[src/rtl/seq_frame_arb.sv]
// Round-robin N-requester packet framer with MARKER-delimited frames.
// Option: SEQ_FRAME_MAXW_EN caps payload words per frame at MAXW.
module seq_frame_arb #(
  parameter int w    = 128,
  parameter int N    = 4,
  parameter int MAXW = 16
) (
  input  logic           clock,
  input  logic           reset,
  input  logic [0:N*w-1] req_data,
  input  logic [N-1:0]   req_valid,
  input  logic [N-1:0]   req_last,
  output logic [N-1:0]   req_ready,
  output logic [w-1:0]   odata,
  output logic           ovalid,
  input  logic           oready,
  output logic [N-1:0]   grant,
  output logic           perr
);

  localparam int PW = $clog2(N);
  localparam int QW = w / 4;

  typedef enum logic [1:0] {
    IDLE,
    SOP,
    DATA,
    EOP
  } state_t;

  state_t        state;
  logic [PW-1:0] ptr;
  logic [PW-1:0] gi;
  logic [PW-1:0] sel;
  logic [PW-1:0] ptr_nxt;
  logic          found;
  logic [w-1:0]  word;
  logic          mark;
  logic          hs;
  logic          fin;

  // first valid requester at or after the pointer, wrapping
  always_comb begin
    sel   = '0;
    found = 1'b0;
    for (int k = 0; k < N; k++) begin
      if (!found && req_valid[(int'(ptr) + k) % N]) begin
        found = 1'b1;
        sel   = PW'((int'(ptr) + k) % N);
      end
    end
  end

  // owner index from the one-hot grant
  always_comb begin
    gi = '0;
    for (int i = 0; i < N; i++) begin
      if (grant[i]) gi = PW'(i);
    end
  end

  // owner's word and whether any quarter looks like a marker
  always_comb begin
    word = req_data[int'(gi)*w +: w];
    mark = 1'b0;
    for (int q = 0; q < 4; q++) begin
      if (word[q*QW +: QW] == {QW{1'b1}}) mark = 1'b1;
    end
  end

  assign hs      = (state == DATA) && req_valid[gi] && oready;
  assign ptr_nxt = (gi == PW'(N-1)) ? '0 : gi + 1'b1;

`ifdef SEQ_FRAME_MAXW_EN
  localparam int CW = $clog2(MAXW + 1);
  logic [CW-1:0] cnt;
  assign fin = hs & (req_last[gi] | (~mark & (cnt == CW'(MAXW - 1))));
`else
  logic unused_maxw;
  assign unused_maxw = ^MAXW;
  assign fin = hs & req_last[gi];
`endif

  // outputs decoded from state and the owner's inputs
  always_comb begin
    odata     = '0;
    ovalid    = 1'b0;
    req_ready = '0;
    perr      = 1'b0;
    unique case (state)
      IDLE: ;
      SOP, EOP: begin
        odata  = '1;
        ovalid = 1'b1;
      end
      DATA: begin
        req_ready[gi] = oready;
        odata         = word;
        ovalid        = req_valid[gi] & ~mark;
        perr          = req_valid[gi] & oready & mark;
      end
      default: ;
    endcase
  end

  // frame FSM: arbitrate, open, forward, close
  always_ff @(posedge clock or negedge reset) begin
    if (!reset) begin
      state <= IDLE;
      grant <= '0;
      ptr   <= '0;
`ifdef SEQ_FRAME_MAXW_EN
      cnt   <= '0;
`endif
    end else begin
      unique case (state)
        IDLE: begin
          if (found) begin
            grant <= {{(N-1){1'b0}}, 1'b1} << sel;
            state <= SOP;
`ifdef SEQ_FRAME_MAXW_EN
            cnt   <= '0;
`endif
          end
        end
        SOP: begin
          if (oready) state <= DATA;
        end
        DATA: begin
`ifdef SEQ_FRAME_MAXW_EN
          if (hs && !mark) cnt <= fin ? '0 : cnt + 1'b1;
`endif
          if (fin) state <= EOP;
        end
        EOP: begin
          if (oready) begin
            state <= IDLE;
            grant <= '0;
            ptr   <= ptr_nxt;
          end
        end
        default: state <= IDLE;
      endcase
    end
  end

endmodule

[config.mk]
export PLATFORM = sky130hd
export DESIGN_NAME = seq_frame_arb
export DESIGN_NICKNAME = d
export VERILOG_FILES = /design/src/rtl/seq_frame_arb.sv
export SDC_FILE = /design/constraint.sdc
export NUM_CORES = 1
export LEC_CHECK = 0
export CAP_MARGIN = 20
export CORE_AREA = 8 8 253 255
export CTS_CLUSTER_SIZE = 14
export DETAILED_ROUTE_END_ITERATION = 7
export DIE_AREA = 0 0 261 263
export HOLD_SLACK_MARGIN = 0.02
export PLACE_DENSITY = 0.46
export SYNTH_ARGS = -nofsm -noshare
export SYNTH_HDL_FRONTEND = slang
export SYNTH_SLANG_ARGS = --single-unit
[constraint.sdc]
create_clock -name clock -period 3.4 [get_ports clock]
set_clock_uncertainty 0.1 [all_clocks]
set_input_delay 0.34 -clock clock [delete_from_list [all_inputs] [get_ports clock]]
set_output_delay 0.34 -clock clock [all_outputs]
set_load 0.01 [all_outputs]
==> flow_metrics.py <==
metrics = {
    "floorplanning": {
        "die_h_um": 263,
        "die_x_um": 261,
        "num_rows": 90,
        "core_area_um2": 59900,
        "die_area_um2": 68600,
        "io_pins": 661,
        "start_util": 0.131,
    },
    "critical_path": {
        "endpoint_kind": "output pin",
        "worst-path-buf-inv": 3,
        "critical_path_class": "flop to output pin",
        "critPathMaxStageDelay_ns": 0.57,
        "cp_slowest_cell": "dfrtp_4",
        "critPathArrivalTime_ns": 3.17,
        "critPathRequiredTime_ns": 2.96,
        "start_kind": "flop",
        "cp_max_fo": 7,
        "worst_path_dominant_cell_family": "compound AO/OA/AOI/OAI gates",
        "path_cells": "bufbuf_16, buf_4, mux2i_1, a211oi_2, nand3_1, a211o_1, o32a_1, a31oi_2, buf_2",
    },
    "power": {
        "clock_power_share": 0.014,
        "p_int_mw": 7.10,
        "swShare": 0.523,
        "seqPwrFrac": 0.015,
        "power_switching_mw": 7.78,
        "leakage_nw": 6.86,
        "p_per_area_nw_per_um2": 821,
        "ir_worst_vdd_v": 0.000509,
        "comb_power_share": 0.971,
    },
    "synth": {
        "async_reset_ff_frac": 1.00,
        "ys.flop_type": "dfrtp_1",
        "synth.area.mux_share": 0.186,
        "synth_cells": 1333,
        "yosys.cell_types.count": 63,
        "synth_top_family_by_area": "compound AO/OA/AOI/OAI gates",
        "synth_compound_area_frac": 0.349,
        "yosysTopAreaCellShare": 0.166,
        "netlist_area_um2": 7860,
        "synth.ff_latch_count": 8,
        "yosys.area_share.simple": 0.343,
        "syn_avg_cell_area_um2": 5.89,
        "synth_area_leader_cell": "mux2i_1",
        "synthTopCellsByArea": "mux2i_1, a21oi_1, nand2_1, o21ai_0, nand4_1",
        "synth_most_common_cell": "nand2_1",
        "synthAdderAreaFrac": 0.0127,
        "synth-xor-area-share": 0,
        "syn_nets": 1864,
        "seq_area_frac_synth": 0.0255,
        "synth_warnings": 0,
        "synth_edf_count": 0,
        "synth_commonest_cells": "nand2_1, a21oi_1, mux2i_1",
    },
    "placement": {
        "gp_congestion": 0.945,
        "place_area_um2": 17300,
        "io_buffer_count": 660,
        "dp_worst_setup_slack_ns": -0.568,
        "place_inst": 2924,
        "place_hpwl_um": 64600,
    },
    "layout": {
        "final-seq-area_um2": 211,
        "nets": 2699,
        "area_growth_pct": 131,
        "layout.cells.non_filler": 2957,
        "drive_gt1_frac": 0.185,
        "fill_cells": 6618,
        "design_area_um2": 18100,
        "multi_input_area_um2": 7400,
    },
    "clocking": {
        "numCtsBuffers": 3,
        "cts_root_buf": "clkbuf_16",
        "clk_pin_slew_ns": 0.04,
        "clock_sinks": 8,
        "cts_tree": "done",
        "cts-htree-levels": 1,
        "clk_latency_ns": 0.23,
        "cts_hold_buf": 0,
        "clockBufferDepth": 2,
    },
    "timing": {
        "finalHoldViolations": 0,
        "worst_pin_slew_ns": 0.939,
        "setup_viol": 2,
        "post-route-min-period_ns": 3.61,
        "rsz0062_at_grt": "true",
        "timing.final.crit_share": 1.06,
        "timing.final.ws_setup_ns": -0.205,
        "whs_ns": 0.298,
        "fmax_mhz": 277,
        "finalSetupTns_ns": -0.254,
        "max_slew_margin": 0.373,
        "drv_slew": 0,
    },
    "global_routing": {
        "grt_pass1_vias": 14472,
        "grt_max_degree": 120,
        "overflow": 0,
        "grt_pass1_wl_um": 104000,
        "antenna_found_initial": 14,
        "gr-usage-all-layers": 0.205,
    },
    "route": {
        "post_drt_wl_per_cell_um": 26.1,
        "wl_um": 77000,
        "first_pass_iters": 5,
        "drc": 0,
        "drt-initial-drc-count": 862,
        "via_per_inst": 4.71,
        "postRouteAntennaNets": 0,
        "vias": 13918,
    },
    "flow_run": {
        "cap_violations": 0,
    },
    "outcome": {
        "violations": "setup timing",
        "outcome": "complete, but fails checks",
    },
    "hold_path": {
        "hp-class": "input port to async pin",
    },
}
-- metal layers --
layer,wire length (µm),global-route usage
met1,31800,0.249
met2,36000,0.351
met3,7290,0.0633
met4,1880,0.0496
met5,60,0
-- logic make-up (layout without fill, tap and decap cells) --
kind of cell,count (synthesis),in the layout
other cells,0,8
fa+ha+maj,8,8
simple gates,556,556
flops,8,8
buf+inv,152,986
compound gates,465,465
mux,144,144
-- state kept, by name (all words and copies together) (netlist names) --
register and cells:
state 2, grant 4, ptr 2
-- power groups by stage --
stage	clock network (mW)	registers (mW)	logic, mW
floorplan	0	0.179	5.60
global placement	0	0.204	13.9
detailed placement	0	0.209	13.8
CTS	0.205	0.217	14.1
global route	0.211	0.232	15.4
finish	0.203	0.222	14.5
-- worst register-to-register path, cell delays in order, from the launching register on --
cell     delay, ns
dfrtp_4       0.57
buf_12        0.17
buf_16        0.16
buf_4         0.21
mux2i_1       0.14
nor2_1        0.09
a21oi_1       0.05
o21ai_0       0.43
a31oi_1       0.15
a21oi_1       0.20
mux2_2        0.36
-- timing repair --
item | CTS | global route
pin swaps | 15 | 21
setup buffers | 6 | 10
cloned | 2 | 3
resized for setup | 54 | 66
setup endpoints to repair | 15 | 24
-- placed cells by master (no fill, tap or decap), types with 12 or more instances in the layout --
master           count
buf_12              30
and2_1              26
nor2_1              96
nand4_1             64
nand3_1             31
a21oi_1            198
o22ai_1             14
inv_1               24
a211oi_1            29
mux2i_1            122
clkdlybuf4s50_1    635
buf_4              265
o21ai_0            108
nor2b_1             44
nand2_1            216
nand2b_1            12
-- through the flow --
step | power [mW] | util
floorplan | 5.78 | -
global placement | 14.1 | 0.288
detailed placement | 14.0 | 0.288
CTS | 14.5 | 0.295
global route | 15.9 | 0.302
finish | 14.9 | 0.302
-- worst paths after layout --
| path | from | end | slack (ns) | cells past startpoint |
|---|---|---|---|---|
| max in group asynchronous | reset | grant[3] | 2.59 | 1 |
| min in group clock | ptr[0] | ptr[0] | 0.48 | 2 |
| worst min-delay path | reset | grant[0] | 0.30 | 1 |
| worst max register to register | grant[1] | state[1] | 0.66 | 10 |
| worst max-delay path | grant[1] | perr | -0.21 | 9 |
| worst min register to register | ptr[0] | ptr[0] | 0.48 | 2 |
-- final cells by class --
class	instances	area share
clock buffers	4	0.00435
inverters	27	0.00573
multi-input cells	1173	0.408
well taps	782	0.0540
repair buffers	955	0.515
diodes	8	0.00110
flip-flops and latches	8	0.0117
No activity file was read; power rests on OpenSTA's default activity.
